`src/rtl/flag_cross_arbiter_if.sv`:
```
// Handshake bundle between the requesters/crossing channel and the flag arbiter.
// The arbiter attaches through the slave modport; the surrounding logic uses master.
`timescale 1ns/1ps
interface flag_cross_arbiter_if #(
   parameter int N_REQ = 4,
   parameter int ID_W  = 2
);
   logic [N_REQ-1:0] req_clkA;
   logic [N_REQ-1:0] done_clkA;
   logic             FlagIn_clkA;
   logic             Busy_clkA;
   logic [ID_W-1:0]  chan_id_clkA;
   logic             active_clkA;
   logic             timeout_clkA;
   logic             clr_timeout_clkA;

   modport slave (
      input  req_clkA, Busy_clkA, clr_timeout_clkA,
      output done_clkA, FlagIn_clkA, chan_id_clkA, active_clkA, timeout_clkA
   );

   modport master (
      output req_clkA, Busy_clkA, clr_timeout_clkA,
      input  done_clkA, FlagIn_clkA, chan_id_clkA, active_clkA, timeout_clkA
   );
endinterface

```
`src/rtl/flag_cross_arbiter.sv`:
```
// Round-robin arbiter sharing one flag/ack crossing channel among N_REQ requesters,
// with a per-wait-state timeout that records a sticky error.
//
// state      | meaning
// IDLE       | arbitrate; launch only when a request is pending and Busy is low
// LAUNCH     | FlagIn pulse cycle
// WAIT_BUSY  | waiting for the channel to raise Busy
// WAIT_CLEAR | waiting for the channel to drop Busy
// DONE       | done pulse to the owner, no arbitration
`timescale 1ns/1ps
module flag_cross_arbiter #(
   parameter int N_REQ = 4,
   parameter int ID_W  = 2,
   parameter int TO_W  = 8
) (
   input  logic                  clkA,
   input  logic                  rstn_clkA,
   flag_cross_arbiter_if.slave   bus
);

   typedef enum logic [2:0] {
      IDLE       = 3'd0,
      LAUNCH     = 3'd1,
      WAIT_BUSY  = 3'd2,
      WAIT_CLEAR = 3'd3,
      DONE       = 3'd4
   } state_t;

   // Count value on which the next waiting cycle is the (2^TO_W-1)-th one.
   localparam logic [TO_W-1:0]  TO_LAST = TO_W'((1 << TO_W) - 2);
   localparam logic [N_REQ-1:0] ONE_HOT = N_REQ'(1);
   localparam logic [ID_W-1:0]  LAST_RST = ID_W'(N_REQ - 1);

   state_t          state;
   logic [ID_W-1:0] lastId;
   logic [TO_W-1:0] toCnt;
   logic [ID_W-1:0] winner;
   logic            anyReq;

   function automatic logic [ID_W-1:0] rrPick(input logic [N_REQ-1:0] req,
                                              input logic [ID_W-1:0]  prev);
      int              idx;
      logic [ID_W-1:0] pick;
      pick = prev;
      // Walk the offsets downward so the nearest set bit after prev is written last.
      for (int i = N_REQ; i >= 1; i--) begin
         idx = int'(prev) + i;
         if (idx >= N_REQ) idx = idx - N_REQ;
         if (req[idx]) pick = ID_W'(idx);
      end
      return pick;
   endfunction

   always_comb begin
      anyReq = |bus.req_clkA;
      winner = rrPick(bus.req_clkA, lastId);
   end

   always_ff @(posedge clkA or negedge rstn_clkA) begin
      if (!rstn_clkA) begin
         state            <= IDLE;
         lastId           <= LAST_RST;
         toCnt            <= '0;
         bus.FlagIn_clkA  <= 1'b0;
         bus.done_clkA    <= '0;
         bus.active_clkA  <= 1'b0;
         bus.timeout_clkA <= 1'b0;
         bus.chan_id_clkA <= '0;
      end else begin
         bus.FlagIn_clkA <= 1'b0;
         bus.done_clkA   <= '0;
         // A timeout raised below overrides this clear in the same cycle.
         if (bus.clr_timeout_clkA) bus.timeout_clkA <= 1'b0;

         unique case (state)
            IDLE: begin
               if (anyReq && !bus.Busy_clkA) begin
                  state            <= LAUNCH;
                  bus.FlagIn_clkA  <= 1'b1;
                  bus.active_clkA  <= 1'b1;
                  bus.chan_id_clkA <= winner;
                  lastId           <= winner;
               end
            end
            LAUNCH: begin
               state <= WAIT_BUSY;
               toCnt <= '0;
            end
            WAIT_BUSY: begin
               if (bus.Busy_clkA) begin
                  state <= WAIT_CLEAR;
                  toCnt <= '0;
               end else if (toCnt == TO_LAST) begin
                  state            <= IDLE;
                  bus.active_clkA  <= 1'b0;
                  bus.timeout_clkA <= 1'b1;
                  toCnt            <= '0;
               end else begin
                  toCnt <= toCnt + 1'b1;
               end
            end
            WAIT_CLEAR: begin
               if (!bus.Busy_clkA) begin
                  state         <= DONE;
                  bus.done_clkA <= ONE_HOT << bus.chan_id_clkA;
                  toCnt         <= '0;
               end else if (toCnt == TO_LAST) begin
                  state            <= IDLE;
                  bus.active_clkA  <= 1'b0;
                  bus.timeout_clkA <= 1'b1;
                  toCnt            <= '0;
               end else begin
                  toCnt <= toCnt + 1'b1;
               end
            end
            DONE: begin
               state           <= IDLE;
               bus.active_clkA <= 1'b0;
            end
            default: begin
               state           <= IDLE;
               bus.active_clkA <= 1'b0;
            end
         endcase
      end
   end

endmodule

```
`src/flat_wrapper.sv`:
```
// flat-port wrapper written by rule: the top's interface ports become plain ports
module flag_cross_arbiter_flat 
#(
   parameter int N_REQ = 4,
   parameter int ID_W  = 2,
   parameter int TO_W  = 8
)
  (clkA, rstn_clkA, bus_req_clkA, bus_Busy_clkA, bus_clr_timeout_clkA, bus_done_clkA, bus_FlagIn_clkA, bus_chan_id_clkA, bus_active_clkA, bus_timeout_clkA);
  flag_cross_arbiter_if #(.N_REQ(N_REQ), .ID_W(ID_W)) bus_i ();
  input  logic clkA;
  input  logic rstn_clkA;
  input wire logic [$bits(bus_i.req_clkA)-1:0] bus_req_clkA;
  input wire logic [$bits(bus_i.Busy_clkA)-1:0] bus_Busy_clkA;
  input wire logic [$bits(bus_i.clr_timeout_clkA)-1:0] bus_clr_timeout_clkA;
  output wire logic [$bits(bus_i.done_clkA)-1:0] bus_done_clkA;
  output wire logic [$bits(bus_i.FlagIn_clkA)-1:0] bus_FlagIn_clkA;
  output wire logic [$bits(bus_i.chan_id_clkA)-1:0] bus_chan_id_clkA;
  output wire logic [$bits(bus_i.active_clkA)-1:0] bus_active_clkA;
  output wire logic [$bits(bus_i.timeout_clkA)-1:0] bus_timeout_clkA;
  assign bus_i.req_clkA = bus_req_clkA;
  assign bus_i.Busy_clkA = bus_Busy_clkA;
  assign bus_i.clr_timeout_clkA = bus_clr_timeout_clkA;
  assign bus_done_clkA = bus_i.done_clkA;
  assign bus_FlagIn_clkA = bus_i.FlagIn_clkA;
  assign bus_chan_id_clkA = bus_i.chan_id_clkA;
  assign bus_active_clkA = bus_i.active_clkA;
  assign bus_timeout_clkA = bus_i.timeout_clkA;
  flag_cross_arbiter #(.N_REQ(N_REQ), .ID_W(ID_W), .TO_W(TO_W)) u_core (.clkA(clkA), .rstn_clkA(rstn_clkA), .bus(bus_i));
endmodule
```
`config.mk`:
```
export PLATFORM = sky130hd
export DESIGN_NAME = flag_cross_arbiter_flat
export DESIGN_NICKNAME = d
export VERILOG_FILES = /design/src/rtl/flag_cross_arbiter_if.sv /design/src/rtl/flag_cross_arbiter.sv /design/src/flat_wrapper.sv
export SDC_FILE = /design/constraint.sdc
export NUM_CORES = 1
export LEC_CHECK = 0
export CAP_MARGIN = 10
export CORE_MARGIN = 2
export CORE_UTILIZATION = 25
export CTS_BUF_LIST = sky130_fd_sc_hd__clkbuf_4 sky130_fd_sc_hd__clkbuf_8 sky130_fd_sc_hd__clkbuf_16
export DETAILED_ROUTE_END_ITERATION = 8
export GPL_TIMING_DRIVEN = 0
export HOLD_SLACK_MARGIN = 0.05
export PLACE_DENSITY_LB_ADDON = 0.12
export SLEW_MARGIN = 20
export SYNTH_ARGS = -nofsm -noshare
export SYNTH_HDL_FRONTEND = slang
export SYNTH_SLANG_ARGS = --single-unit
```
`constraint.sdc`:
```
create_clock -name clkA -period 2.7 [get_ports clkA]
set_clock_uncertainty 0.15 [all_clocks]
set_input_delay 0.54 -clock clkA [delete_from_list [all_inputs] [get_ports clkA]]
set_output_delay 0.54 -clock clkA [all_outputs]
set_load 0.02 [all_outputs]
```
# Word-level counts from Yosys, hierarchy flattened
# Index checks and enable logic that the tools add are counted.
[word_totals]
ff_bits = 22
in_bits = 8
output_inout_bits = 9
wordCells = 84
[op_classes]
addsub = 9
order_cmp = 8
eq_ne = 7
shift = 1
muxes = 43
bitwise = 1
n_reduce_logical = 7
[op_table]
columns = ["cell", "n"]
rows = [
  ["$ge A32 B4 Y1 const B", 4],
  ["$lt A32 B4 Y1 const B", 4],
  ["$mux W32", 4],
  ["$sub A32 B4 Y32 const B", 4],
  ["$mux W8", 3],
  ["$pmux W8 S3", 1],
  ["$mux W1", 18],
  ["$mux W3", 4],
  ["$pmux W3 S4", 1],
  ["$add A8 B1 Y8 const B", 1],
  ["$bmux W1 S2", 4],
  ["$eq A8 B8 Y1 const B", 1],
  ["$mux W2", 4],
  ["$mux W4", 2],
  ["$add A2 B2 Y3 const B", 2],
  ["$eq A3 B2 Y1 const B", 2],
  ["$add A2 B3 Y4 const B", 1],
  ["$ne A2 B2 Y1 const B", 2],
  ["$pmux W1 S4", 1],
  ["$reduce_and A4 Y1", 1],
  ["$reduce_or A4 Y1", 1],
  ["$shl A1 B2 Y4 const A", 1],
  ["$add A2 B1 Y3 const B", 1],
  ["$eq A3 B1 Y1 const B", 1],
  ["other kinds (8)", 8],
]

# Longest topological paths before layout
[depth]
word_depth = 10
ltp_mapped = 6
depth_no_buf = 6

# Worst setup path after synthesis
# OpenSTA, ideal clock, no wires.
[synth_timing]
path_kind = "input -> register"
startpoint = "input port bus_Busy_clkA"
endpoint = "register u_core.bus.active_clkA"
t_arrival_ns = 1.469
path_slack_ns = 0.982
cell_stages = 5
n_path_buf = 0
cell_sequence = "or4_4 > a21o_4 > clkinv_4 > nor2_2 > a311oi_1"
[synth_via]
elab_chain_cells = 4
word_cells_on_any_way = 6
classes_between = "eq/ne (3); reduce/logical (3)"
[synth_rtl]
columns = ["item", "line_no", "source"]
rows = [
  ["from (decl)", "flat_wrapper.sv:13", "input wire logic [$bits(bus_i.Busy_clkA)-1:0] bus_Busy_clkA;"],
  ["$logic_not A1 Y1", "flag_cross_arbiter.sv:77", "if (anyReq && !bus.Busy_clkA) begin"],
  ["$logic_and A1 B1 Y1", "flag_cross_arbiter.sv:77", ""],
  ["$ne A2 B1 Y1 (no source line)", "n/a", ""],
  ["$reduce_and A4 Y1 (no source line) (*)", "n/a", ""],
  ["to (signal assigned)", "flag_cross_arbiter.sv:80", "bus.active_clkA <= 1'b1;"],
  ["to (signal assigned)", "flag_cross_arbiter.sv:95", "bus.active_clkA <= 1'b0;"],
  ["to (signal assigned)", "flag_cross_arbiter.sv:109", "bus.active_clkA <= 1'b0;"],
  ["to (decl)", "flag_cross_arbiter_if.sv:19", "output done_clkA, FlagIn_clkA, chan_id_clkA, active_clkA, timeout_clkA"],
]
# Mark *: on every way between the ends. The rest lies on a longest branch, timed or not.
# A chain may end at the register's enable or synchronous reset.

# Worst setup path in the final report
# Ends and elaborated chain as after synthesis.

==> results.md <==
* R2R Path End: u_core.bus.active_clkA$_DFFE_PN0P_
* Yosys reg bits at 22
* Core Util, Final at 0.329
* Max_slew headroom at 0.611
* Average wire per standard cell at 12.1 um
* Starting Density at 0.262
* Core Rows at 23
* Max Cap Viol at 0
* Hold Fails Final Rpt at 0
* Worst VDD drop at 0.462 mV
* Vias/cell at 4.64
* RSZ-0062 raised after global routing: false
* Overflow after GRT at 0
* CP Max Fanout at 6
* Seq/Total Area, Yosys at 0.521
* Setup CP Type: in2reg
* Die Y at 69.2 um
* Hold Buf Count CTS at 0
* Number of H-tree levels at 1
* Critical path launch point type: input port
* Tcrit/Tclk final at 0.750
* Total GRT Usage at 0.0995
* Clock sink count at 22
* DR pass1 iterations at 4
* Pwr Density at 900 mW/mm^2
* Min-delay worst type: in2async
* NumNets Final at 136
* Placed cell areas at roughly 0.0013 mm^2
* Fraction of registers with async set/reset at 1.00
* # resized after CTS at 0
* Design Area, Final at 0.00134 mm^2
* Drt initial violations at 31
* Setup Fix Bufs, Post-CTS at 0
* Reg2reg path depth at 5
* Layout area overhead at 25.7%
* Cell count after synthesis at 105
* Yosys cell types at 40
* Predominant post-synthesis flop cell: dfrtp_1
* DRC at 0
* Final Worst Setup Slack at 0.676 ns
* Slew @ Worst Pin at 0.582 ns
* Clock insertion delay at the later pin of the skew report at 0.26 ns
* Vias in the first global route at 851
* Min cycle time layout at 2.02 ns
* Fmax at 0.494 GHz
* Status: completed
* Final setup violation count at 0
* Req. time, crit path at 2.71 ns
* Setup TNS at 0 ns
* Routed WL at 2120 um
* Post-synth EDFFs at 0
* First-pass GRT wire length at 3880 um
* Initial antenna violation count at 0
* Post-Syn Area at 0.00106 mm^2
* Port-buffer cells at 16
* CP Capture Type: flop
* Synth area leaders: dfrtp_1, nor2_1, dfstp_2
* Reg2Reg Setup Slack at 0.88 ns
* Most common cell after layout, fill and taps aside: dfrtp_1
* Yosys warning total at 0
* Static Leak at 0.562 nW
* Die Width at 69.2 um
* Critical R2R Launch: u_core.state[1]$_DFFE_PN0P_
* Clock buffer depth at 2
* ANT cells at 0
* Total number of vias at 812
* Most frequent cells in the layout: dfrtp_1, nor2_1, clkdlybuf4s50_1
* Post-DP HPWL at 1540 um
* Leading area contributor after synthesis: dfrtp_1
* TritonCTS clock tree: yes
* CORE AREA at 0.00406 mm^2
* Place WS at roughly 0.38 ns
* Number of buffers created by CTS at 3
* Top-area cell type share of the netlist area at 0.471
* Total die area at 0.00479 mm^2
* Largest net degree at the start of global routing at 23
* Final ANT Viol Nets at 0
* Synthesized area per cell at between 10 and 15 um^2
* Final max-slew violation count at 0
* Root Buffer: clkbuf_8
* Share of post-route cells with drive strength above 1 at 0.112
* Clock transition at path regs at 0.08 ns
* Ports at 17
* RePlAce Congestion at about 0.73
* Post-Syn Nets at 115
* CP arrival at 2.04 ns
## power breakdown
part | switching, mW | internal (mW) | leakage [nW]
Sequential | 0.0779 | 0.423 | 0.286
Clock | 0.108 | 0.130 | 0.0288
Combinational | 0.256 | 0.206 | 0.247
## layer usage
metal | up-vias | track usage | wire length [um]
li1 | 409 | - | -
met1 | 380 | 0.136 | 1120
met2 | 19 | 0.150 | 862
met3 | 4 | 0.0218 | 104
met4 | 0 | 0.0458 | 30
met5 | - | 0 | 0
## worst max path at each step
stage | slack, ns | cells after the start | end | from
finish | 0.68 | 6 | u_core.bus.active_clkA$_DFFE_PN0P_ | bus_Busy_clkA
global route | 0.56 | 6 | u_core.bus.active_clkA$_DFFE_PN0P_ | bus_Busy_clkA
global placement | 0.40 | 6 | u_core.bus.active_clkA$_DFFE_PN0P_ | bus_Busy_clkA
CTS | 0.66 | 6 | u_core.bus.active_clkA$_DFFE_PN0P_ | bus_Busy_clkA
floorplan | 0.98 | 5 | u_core.bus.active_clkA$_DFFE_PN0P_ | bus_Busy_clkA
detailed placement | 0.38 | 6 | u_core.bus.active_clkA$_DFFE_PN0P_ | bus_Busy_clkA
## synth_stat cells (2+ instances only)
library cell and instances:
dfrtp_1 20, nor2_1 15, nand2_1 10, inv_1 5, xnor2_1 5, a21oi_1 4, nor3_1 4, o21ai_0 4
nand3_1 3, and3_1 2, dfstp_2 2, ha_1 2, nand4_1 2
## state kept, by name, summed over array words and instances, names as in the netlist
signal	count
u_core.toCnt	8
u_core.bus.done_clkA	4
u_core.state	3
u_core.bus.chan_id_clkA	2
u_core.lastId	2
u_core.bus.FlagIn_clkA	1
u_core.bus.active_clkA	1
u_core.bus.timeout_clkA	1
## layout make-up
cell class | count | area (um^2)
Sequential cell | 22 | 553
Inverter | 6 | 27.5
Tap cell | 50 | 62.6
Clock buffer | 4 | 55.1
Fill cell | 422 | 2720
Multi-Input combinational cell | 75 | 467
Buffer | 2 | 15.0
Timing Repair Buffer | 16 | 155
## critical path, stage by stage
cell and delay [ns]:
clkdlybuf4s50_1 0.48, or4_4 0.45, a21o_4 0.23, clkinv_4 0.07
nor2_2 0.03, a311oi_1 0.24
## per-stage QoR
step	power [mW]	instances	hold slack, ns
2_1_floorplan	0.810	105	0.0944
4_1_cts	1.23	175	0.356
3_5_place_dp	0.977	171	0.335
3_3_place_gp	0.971	171	0.329
5_1_grt	1.31	175	0.127
6_report	1.20	175	0.0920
## logic make-up after synthesis
logic type / Yosys count / share of synthesized area
adder cells (fa/ha/maj): 3 / 0.0330
AND/OR/NAND/NOR: 44 / 0.200
buffers and inverters: 8 / 0.0400
AO/OA/AOI/OAI: 21 / 0.147
flip-flops: 22 / 0.521
multiplexers: 1 / 0.00942
XOR/XNOR: 6 / 0.0495
Power figures use the tool's default switching activity.
